File: src/rtl/pc_sequencer_if.sv
// ============================================================================
// pc_sequencer_if : fetch-sequencer handshake bundle (hazard/branch/PC reg)
// Rev 1.0
// ============================================================================
`default_nettype none

interface pc_sequencer_if #(
  parameter int PC_WIDTH = 9
);
  logic                stall;
  logic                redirect;
  logic [PC_WIDTH-1:0] target;
  logic                halt;
  logic [PC_WIDTH-1:0] pc;
  logic [PC_WIDTH-1:0] npc;
  logic                le_pc;
  logic                le_npc;
  logic                fetch_valid;
  logic                halted;

  // master: the sequencer itself; slave: the pipeline around it
  modport master (
    input  stall, redirect, target, halt,
    output pc, npc, le_pc, le_npc, fetch_valid, halted
  );

  modport slave (
    output stall, redirect, target, halt,
    input  pc, npc, le_pc, le_npc, fetch_valid, halted
  );
endinterface

`default_nettype wire

File: src/rtl/pc_sequencer.sv
// ============================================================================
// pc_sequencer : fetch PC / delay-slot nPC owner with redirect and halt
// Rev 1.0
// ============================================================================
`default_nettype none

module pc_sequencer #(
  parameter int                     PC_WIDTH = 9,
  parameter int                     INC      = 4,
  parameter logic [PC_WIDTH-1:0]    RESET_PC = '0
) (
  input  wire logic        clk,
  input  wire logic        reset,
  pc_sequencer_if.master   bus
);

  localparam logic [PC_WIDTH-1:0] c_inc        = PC_WIDTH'(INC);
  localparam logic [PC_WIDTH-1:0] c_reset_npc  = RESET_PC + c_inc;
  localparam logic [PC_WIDTH-1:0] c_align_mask = ~(PC_WIDTH'(3));

  typedef enum logic [1:0] {
    ST_BOOT = 2'd0,
    ST_RUN  = 2'd1,
    ST_HALT = 2'd2
  } state_t;

  state_t              state_q,    state_d;
  logic [PC_WIDTH-1:0] pc_q,       pc_d;
  logic [PC_WIDTH-1:0] npc_q,      npc_d;
  logic                pend_q,     pend_d;
  logic [PC_WIDTH-1:0] pend_tgt_q, pend_tgt_d;

  logic [PC_WIDTH-1:0] w_target_aligned;
  logic [PC_WIDTH-1:0] w_tgt;
  logic                w_advance;

  assign w_target_aligned = bus.target & c_align_mask;
  // A live redirect takes priority over one latched during a stall
  assign w_tgt            = bus.redirect ? w_target_aligned : pend_tgt_q;

  // Enables depend only on state and stall, never on target
  assign w_advance        = (state_q == ST_RUN) && !bus.stall;

  always_ff @(posedge clk or negedge reset) begin
    if (!reset) begin
      state_q    <= ST_BOOT;
      pc_q       <= RESET_PC;
      npc_q      <= c_reset_npc;
      pend_q     <= 1'b0;
      pend_tgt_q <= '0;
    end else begin
      state_q    <= state_d;
      pc_q       <= pc_d;
      npc_q      <= npc_d;
      pend_q     <= pend_d;
      pend_tgt_q <= pend_tgt_d;
    end
  end

  always_comb begin
    state_d    = state_q;
    pc_d       = pc_q;
    npc_d      = npc_q;
    pend_d     = pend_q;
    pend_tgt_d = pend_tgt_q;

    case (state_q)
      ST_BOOT: begin
        state_d = ST_RUN;
      end

      ST_RUN: begin
        if (w_advance) begin
          pc_d   = npc_q;
          npc_d  = (bus.redirect || pend_q) ? w_tgt : (npc_q + c_inc);
          pend_d = 1'b0;
          if (bus.halt) begin
            state_d = ST_HALT;
          end
        end else if (bus.redirect) begin
          pend_d     = 1'b1;
          pend_tgt_d = w_target_aligned;
        end
      end

      ST_HALT: begin
        state_d = ST_HALT;
      end

      default: begin
        state_d = ST_BOOT;
      end
    endcase
  end

  assign bus.pc          = pc_q;
  assign bus.npc         = npc_q;
  assign bus.le_pc       = w_advance;
  assign bus.le_npc      = w_advance;
  assign bus.fetch_valid = (state_q == ST_RUN);
  assign bus.halted      = (state_q == ST_HALT);

endmodule

`default_nettype wire
File: src/flat_wrapper.sv
// flat-port wrapper written by rule: the top's interface ports become plain ports
module pc_sequencer_flat 
#(
  parameter int                     PC_WIDTH = 9,
  parameter int                     INC      = 4,
  parameter logic [PC_WIDTH-1:0]    RESET_PC = '0
)
  (clk, reset, bus_stall, bus_redirect, bus_target, bus_halt, bus_pc, bus_npc, bus_le_pc, bus_le_npc, bus_fetch_valid, bus_halted);
  pc_sequencer_if #(.PC_WIDTH(PC_WIDTH)) bus_i ();
  input  wire logic clk;
  input  wire logic reset;
  input wire logic [$bits(bus_i.stall)-1:0] bus_stall;
  input wire logic [$bits(bus_i.redirect)-1:0] bus_redirect;
  input wire logic [$bits(bus_i.target)-1:0] bus_target;
  input wire logic [$bits(bus_i.halt)-1:0] bus_halt;
  output wire logic [$bits(bus_i.pc)-1:0] bus_pc;
  output wire logic [$bits(bus_i.npc)-1:0] bus_npc;
  output wire logic [$bits(bus_i.le_pc)-1:0] bus_le_pc;
  output wire logic [$bits(bus_i.le_npc)-1:0] bus_le_npc;
  output wire logic [$bits(bus_i.fetch_valid)-1:0] bus_fetch_valid;
  output wire logic [$bits(bus_i.halted)-1:0] bus_halted;
  assign bus_i.stall = bus_stall;
  assign bus_i.redirect = bus_redirect;
  assign bus_i.target = bus_target;
  assign bus_i.halt = bus_halt;
  assign bus_pc = bus_i.pc;
  assign bus_npc = bus_i.npc;
  assign bus_le_pc = bus_i.le_pc;
  assign bus_le_npc = bus_i.le_npc;
  assign bus_fetch_valid = bus_i.fetch_valid;
  assign bus_halted = bus_i.halted;
  pc_sequencer #(.PC_WIDTH(PC_WIDTH), .INC(INC), .RESET_PC(RESET_PC)) u_core (.clk(clk), .reset(reset), .bus(bus_i));
endmodule
File: config.mk
export PLATFORM = sky130hd
export DESIGN_NAME = pc_sequencer_flat
export DESIGN_NICKNAME = d
export VERILOG_FILES = /design/src/rtl/pc_sequencer_if.sv /design/src/rtl/pc_sequencer.sv /design/src/flat_wrapper.sv
export SDC_FILE = /design/constraint.sdc
export NUM_CORES = 1
export LEC_CHECK = 0
export ABC_AREA = 1
export CORE_MARGIN = 8
export CORE_UTILIZATION = 52
export CTS_CLUSTER_DIAMETER = 120
export CTS_CLUSTER_SIZE = 16
export DETAILED_ROUTE_END_ITERATION = 8
export PLACE_DENSITY = 0.83
export SYNTH_ARGS = -nofsm -noshare
export SYNTH_HDL_FRONTEND = slang
export SYNTH_SLANG_ARGS = --single-unit
File: constraint.sdc
create_clock -name clk -period 2.22 [get_ports clk]
set_input_delay 0.555 -clock clk [delete_from_list [all_inputs] [get_ports clk]]
set_output_delay 0.555 -clock clk [all_outputs]
set_load 0.1 [all_outputs]
# Yosys cells after proc, flatten, opt, wreduce, memory -nomap -nowiden

Cells that the tools add are included.
W data, S select, Z words.

Bitwise gates (word level): 1
Eq/ne operators: 4
Add/sub/neg operators: 1
Muxes and demuxes: 7
Div/mod/pow operators: 0
Shifts and indexed selects: 0
Reduce and logical (&&, ||, !) cells: 9
Multipliers: 0
$lt $le $gt $ge: 0

Operators by type and width:

| cell                  | number |
|---|---|
| $mux W9               | 2 |
| $add A9 B3 Y9 const B | 1 |
| $reduce_and A2 Y1     | 4 |
| $pmux W2 S3           | 1 |
| $mux W2               | 2 |
| $ne A2 B2 Y1 const B  | 2 |
| $eq A2 B1 Y1 const B  | 1 |
| $eq A2 B2 Y1 const B  | 1 |
| $logic_not A2 Y1      | 1 |
| $mux W1               | 2 |
| $reduce_bool A2 Y1    | 1 |
| $logic_and A1 B1 Y1   | 1 |
| $logic_not A1 Y1      | 1 |
| $logic_or A1 B1 Y1    | 1 |
| $not A1 Y1            | 1 |

ROM bits: 0
Bits in writable memories: 0
Logic and storage cells: 27
Input port bits: 14
Latch bits: 0
Bits in registers: 30
Output and inout port bits: 22
Memories kept: 0

# Longest topological paths before layout

Gate-level depths: netlist (run 1).

Depth after elaboration: 4
Gate-level depth with buffers: 7

# Worst setup path before layout (run 1)

Ideal clock, no wire load.

Path kind: register to output
Start point: register u_core.state_q[1]
End point: output port bus_le_pc
Setup slack: -1.014 ns
Cell stages (with the launch flop): 6
Arrival: 2.679 ns
Path through: dfrtp_1 -> inv_1 -> ha_1 -> nand2_4 -> inv_1 -> buf_4

Word-level cells in the longest chain between the ends: 2

RTL lines:

| what                   | RTL line           | RTL |
|---|---|---|
| start, declared        | pc_sequencer.sv:27 | `state_t state_q, state_d;` |
| start signal, assigned | pc_sequencer.sv:52 | `state_q <= state_d;` |
| $eq A2 B1 Y1           | n/a                |  |
| net bus_fetch_valid    | flat_wrapper.sv:20 | `output wire logic [$bits(bus_i.fetch_valid)-1:0] bus_fetch_valid;` |
| $logic_and A1 B1 Y1    | pc_sequencer.sv:42 | `assign w_advance = (state_q == ST_RUN) && !bus.stall;` |
| end, declared          | flat_wrapper.sv:18 | `output wire logic [$bits(bus_i.le_pc)-1:0] bus_le_pc;` |

The timed path passes the listed nets, and every way through them passes these cells.

# Final worst setup path (run 1)

Start point: input port bus_stall
End point: output port bus_le_pc

Word-level cells in the longest chain between the ends: 2

RTL lines:

| what                | RTL line           | RTL |
|---|---|---|
| start, declared     | flat_wrapper.sv:12 | `input wire logic [$bits(bus_i.stall)-1:0] bus_stall;` |
| $logic_not A1 Y1    | pc_sequencer.sv:42 |  |
| $logic_and A1 B1 Y1 | pc_sequencer.sv:42 |  |

Every way passes these cells.

==> flow_metrics.py, run 1 <==
metrics = {
    "timing": {
        "finClkSkew_ns": 0.0126,
        "drv_slew": 0,
        "setup-violations-final": 0,
        "grt_setup_unrepaired": "false",
        "final_hold_viol_count": 0,
        "tightestPinTransition_ns": 0.374,
        "period_needed_ns": 2.13,
        "clock.fmax_ghz": 0.470,
        "fin_crit_sh_pct": 95.8,
        "fin_tns_setup_ns": 0,
        "max_slew_margin_pct": 75.1,
    },
    "clock_network": {
        "cts_root_buf": "clkbuf_4",
        "cts_sinks": 30,
        "clk_pin_slew_ns": 0.08,
        "cts_tree": "yes",
        "cts.path.max_buffers": 2,
        "clk_latency_ns": 0.34,
        "cts_buffers": 5,
        "post_cts_buffers": 0,
        "ctsHoldBuffers": 0,
        "htree_levels": 2,
        "cts_resized": 0,
    },
    "critical_path": {
        "slowest_delay_ns": 0.48,
        "worstPathRequired_ns": 1.66,
        "critical_path.slowest_cell": "clkdlybuf4s50_1",
        "cp-end-kind": "primary output",
        "cp_cell_sequence": "clkdlybuf4s50_1 -> inv_1 -> nand2_8 -> clkinvlp_4 -> buf_12",
        "cp_num_buf_inv": 4,
        "critPathLaunchType": "primary input",
        "path_class": "in -> out",
        "reg2regPathDepth": 7,
        "cp_max_fo": 3,
        "timing.rr.start": "u_core.state_q[1]$_DFFE_PN0P_",
        "critical-path-top-delay-family": "buffers and inverters",
        "crit_arrival_ns": 1.57,
        "ff2ff_setup_slack_ns": 0.75,
        "r2r-end": "u_core.bus.npc[4]$_DFFE_PN0P_",
    },
    "yosys": {
        "ys.warnings.count": 0,
        "synth_edf_count": 0,
        "yosysUniqueCellTypes": 25,
        "synthArstFlopShare_pct": 100,
        "ys_seq_area_share_pct": 51.7,
        "synth_nets": 184,
        "netlist_instances": 166,
        "syn_area_um2": 1460,
        "synth_ff_type": "dfrtp_1",
        "ys_ff_latch": 30,
        "synth.avg_cell_area_um2": 8.77,
    },
    "floorplanning": {
        "dieHeight_um": 68.9,
        "rows": 19,
        "die-area_um2": 4750,
        "die_w_um": 68.9,
        "io_pins": 36,
        "core_um2": 2710,
        "start_util_pct": 53.7,
    },
    "finish": {
        "area_growth_pct": 32.8,
        "fillers": 216,
        "n_antenna_cell": 0,
        "drive_gt1_share_pct": 22.8,
        "nNetsFinal": 224,
    },
    "run_status": {
        "status": "finished, final reports clean",
    },
    "placement": {
        "port_buffers": 33,
        "dp_hpwl_um": 2370,
        "gp_congestion": 0.847,
    },
    "global_route": {
        "grt_max_degree": 31,
        "grt_pass1_vias": 1243,
        "track_usage_pct": 15.3,
        "grt_pass1_wl_um": 5370,
        "grt_overflow": 0,
        "antenna_found_initial": 0,
    },
    "routing": {
        "ant_nets": 0,
        "drt_first_pass_iters": 4,
        "vias": 1209,
        "wire_per_inst_um": 13.1,
        "finalWirelength_um": 3110,
        "drc_errors": 0,
        "vias_per_cell": 5.10,
        "drtIter0Drc": 47,
    },
    "hold_path": {
        "hold_start": "u_core.pend_tgt_q[0]$_DFFE_PN0P_",
        "hp-class": "reg -> reg",
        "hold_depth": 2,
        "worstHoldEndpoint": "u_core.pend_tgt_q[0]$_DFFE_PN0P_",
    },
    "run": {
        "cap_viol_max_count": 0,
    },
}
==> synth_stat cells (2+ instances only) <==
library cell | n | area, µm²
ha_1 | 4 | 50.1
inv_1 | 23 | 86.3
nor2_1 | 7 | 26.3
a22oi_1 | 2 | 15.0
inv_2 | 3 | 11.3
dfrtp_1 | 29 | 726
o211ai_1 | 5 | 37.5
nor2_4 | 3 | 33.8
buf_6 | 2 | 22.5
o21ai_0 | 18 | 90.1
a21oi_1 | 4 | 20.0
nand2_1 | 42 | 158
nand3_1 | 8 | 40.0
o21ai_1 | 5 | 25.0
==> sequential cells by signal (all words and copies together) (netlist names) <==
| register | flops |
|---|---|
| u_core.pend_q | 1 |
| u_core.bus.npc | 9 |
| u_core.pend_tgt_q | 9 |
| u_core.state_q | 2 |
| u_core.bus.pc | 9 |
==> per-stage QoR <==
stage | hold slack, ns | instances | util, % | instance area [µm²] | setup WS [ns]
after floorplan | 0.259 | 166 | - | 1490 | 0.000867
after global placement | 0.452 | 230 | 68.3 | 1850 | 0.102
after detailed placement | 0.455 | 230 | 68.3 | 1850 | 0.0901
after CTS | 0.478 | 237 | 71.3 | 1930 | 0.0901
after global routing | 0.505 | 237 | 71.3 | 1930 | 0.0393
final | 0.478 | 237 | 71.3 | 1930 | 0.0928
==> per-layer routing <==
metal / track usage [%] / vias to the layer above / wire, µm
li1: - / 613 / -
met1: 16.0 / 548 / 1280
met2: 26.0 / 38 / 1490
met3: 5.33 / 10 / 261
met4: 9.02 / 0 / 87
met5: 0 / - / 0
==> worst register-to-register path: stages, from the launching register on <==
cell,delay [ns]
dfrtp_1,0.40
inv_2,0.09
ha_4,0.20
nand2_8,0.06
buf_4,0.21
nor2_4,0.20
o211ai_1,0.14
o211ai_1,0.10
==> final cells by class <==
class	count	area, µm²	share of cell area (%)
clock inverters	1	30.0	1.55
well taps	31	38.8	2.01
clock buffers	6	51.3	2.65
flip-flops and latches	30	752	38.9
inverters	26	101	5.24
multi-input cells	106	592	30.6
repair buffers	37	368	19.0
==> cell families (layout without fill, tap and decap cells) <==
| group | after synthesis | after routing | share of synthesized area, % |
|---|---|---|---|
| fa+ha+maj | 4 | 4 | 3.44 |
| buf+inv | 30 | 70 | 9.11 |
| compound gates | 38 | 38 | 15.0 |
| flops | 30 | 30 | 51.7 |
| simple gates | 64 | 64 | 20.7 |
==> cells in the final DEF (no fill, tap or decap), drive strengths merged <==
cell / count
nand2: 43
dfrtp: 29
buf: 26
inv: 25
o21ai: 24
clkdlybuf4s50: 11
nor2: 11
nand3: 8
clkbuf: 6
o211ai: 5
a21oi: 4
ha: 4
a22oi: 2
clkinvlp: 1
or2: 1
nand4: 1
a2bb2oi: 1
o22ai: 1
o21bai: 1
bufinv: 1
dfstp: 1
==> worst max-delay path by stage <==
stage	slack [ns]	to	cells past startpoint	from
2_1_floorplan	0.0009	bus_le_pc	4	u_core.state_q[0]$_DFFE_PN0P_
3_3_place_gp	0.10	bus_le_npc	5	bus_stall
3_5_place_dp	0.09	bus_le_npc	5	bus_stall
4_1_cts	0.09	bus_le_npc	5	bus_stall
5_1_grt	0.04	bus_le_pc	5	bus_stall
6_report	0.09	bus_le_pc	5	bus_stall
Power of run 1 is not shown: default switching activity piles up to over one toggle a cycle in this logic, so the estimate is an artifact.
==> inputs of run 2 (changes only) <==
--- a/config.mk
+++ b/config.mk
@@ -6,7 +6,7 @@
 export NUM_CORES = 1
 export LEC_CHECK = 0
 export ABC_AREA = 1
-export CORE_MARGIN = 8
+export CORE_MARGIN = 2
 export CORE_UTILIZATION = 52
 export CTS_CLUSTER_DIAMETER = 120
 export CTS_CLUSTER_SIZE = 16
==> run 2 against run 1 <==
  * Routed wire length fell by 8.2%
  * Critical endpoint unchanged
  * Highest routed layer unchanged
  * Flip-flop and latch count did not move
  * Final cell count rose by 0.42%
  * Critical path type unchanged
  * Global-route usage rose by 4.9 points
==> flow_metrics.py, run 2 (synthesis gave the netlist of run 1 again) <==
metrics = {
    "timing": {
        "final_hold_viol_count": 0,
        "clock.fmax_ghz": 0.472,
        "drv_slew": 0,
        "tightestPinTransition_ns": 0.364,
        "max_slew_margin_pct": 75.7,
        "setup-violations-final": 0,
        "grt_setup_unrepaired": "false",
        "finClkSkew_ns": 0.0176,
        "period_needed_ns": 2.12,
        "fin_tns_setup_ns": 0,
        "fin_crit_sh_pct": 95.4,
    },
    "critical_path": {
        "timing.rr.start": "u_core.state_q[1]$_DFFE_PN0P_",
        "cp-end-kind": "primary output",
        "r2r-end": "u_core.bus.npc[4]$_DFFE_PN0P_",
        "cp_max_fo": 3,
        "reg2regPathDepth": 7,
        "crit_arrival_ns": 1.56,
        "critPathLaunchType": "primary input",
        "ff2ff_setup_slack_ns": 0.70,
        "worstPathRequired_ns": 1.66,
        "path_class": "in -> out",
    },
    "clock_network": {
        "clk_pin_slew_ns": 0.09,
        "ctsHoldBuffers": 0,
        "cts_resized": 0,
        "cts.path.max_buffers": 2,
        "htree_levels": 2,
        "cts_root_buf": "clkbuf_4",
        "cts_sinks": 30,
        "cts_buffers": 5,
        "post_cts_buffers": 0,
        "clk_latency_ns": 0.33,
        "cts_tree": "yes",
    },
    "routing": {
        "vias": 1188,
        "drtIter0Drc": 50,
        "ant_nets": 0,
        "finalWirelength_um": 2860,
        "drt_first_pass_iters": 4,
        "drc_errors": 0,
        "vias_per_cell": 4.99,
        "wire_per_inst_um": 12.0,
    },
    "global_route": {
        "antenna_found_initial": 0,
        "grt_overflow": 0,
        "track_usage_pct": 20.3,
        "grt_max_degree": 31,
        "grt_pass1_wl_um": 4970,
        "grt_pass1_vias": 1133,
    },
    "hold_path": {
        "hold_depth": 2,
        "hold_start": "u_core.pend_tgt_q[1]$_DFFE_PN0P_",
        "worstHoldEndpoint": "u_core.pend_tgt_q[1]$_DFFE_PN0P_",
        "hp-class": "reg -> reg",
    },
    "floorplanning": {
        "rows": 19,
        "die_w_um": 56.9,
        "dieHeight_um": 56.9,
        "core_um2": 2710,
        "die-area_um2": 3240,
        "start_util_pct": 53.7,
        "io_pins": 36,
    },
    "placement": {
        "port_buffers": 33,
        "gp_congestion": 0.789,
        "dp_hpwl_um": 2130,
    },
    "run": {
        "cap_viol_max_count": 0,
    },
    "run_status": {
        "status": "finished, final reports clean",
    },
    "finish": {
        "drive_gt1_share_pct": 22.2,
        "n_antenna_cell": 0,
        "most-common-layout-cells": "nand2_1 (42), dfrtp_1 (29), inv_1 (21), buf_4 (21), o21ai_0 (18)",
        "final_common_cell": "nand2_1",
        "area_growth_pct": 32.4,
        "nNetsFinal": 224,
    },
}
[run 2: cell type report]
type                       instances  area, µm²
sequential                        30        752
tap                               31       38.8
fill                             222        783
inverter                          26        101
multi-input combinational        106        592
clock inverter                     1       30.0
timing repair buffer              37        368
clock buffer                       7       45.0
[run 2: layer usage]
metal | track usage [%] | wire length, µm | part of all wire [%]
met2 | 33.2 | 1340 | 47
met5 | 0 | 0 | 0
met4 | 6.98 | 31 | 1.1
met1 | 24.8 | 1290 | 45
met3 | 7.37 | 201 | 7.0
[run 2: worst max-delay path by stage]
stage,startpoint,end,slack [ns],cells after the start
2_1_floorplan,u_core.state_q[0]$_DFFE_PN0P_,bus_le_pc,0.0009,4
3_3_place_gp,bus_stall,bus_le_npc,0.10,5
3_5_place_dp,bus_stall,bus_le_npc,0.1,5
4_1_cts,bus_stall,bus_le_npc,0.1,5
5_1_grt,bus_stall,bus_le_pc,0.03,5
6_report,bus_stall,bus_le_pc,0.10,5
[run 2: worst max-delay path, cell delays in order]
cell and delay (ns):
clkdlybuf4s50_1 0.47, inv_1 0.10, nand2_8 0.09, clkinvlp_4 0.14, buf_12 0.20
[run 2: per-stage QoR]
step                utilization (%)  instances  cell area (µm²)  setup WS, ns  hold slack [ns]
floorplan                         -        166             1490      0.000867            0.259
global placement               68.3        230             1850         0.102            0.452
detailed placement             68.3        230             1850        0.0963            0.455
CTS                            71.1        238             1930        0.0963            0.479
global route                   71.1        238             1930        0.0304            0.502
finish                         71.1        238             1930         0.102            0.481
Power of run 2 is left out for the same reason.
==> inputs of run 3 (changes only) <==
--- a/config.mk
+++ b/config.mk
@@ -15,3 +15,4 @@
 export SYNTH_ARGS = -nofsm -noshare
 export SYNTH_HDL_FRONTEND = slang
 export SYNTH_SLANG_ARGS = --single-unit
+export TNS_END_PERCENT = 10
==> results of run 3 <==
The final DEF is identical to that of run 2; final timing and power are the same.
Power of run 3 is left out for the same reason.
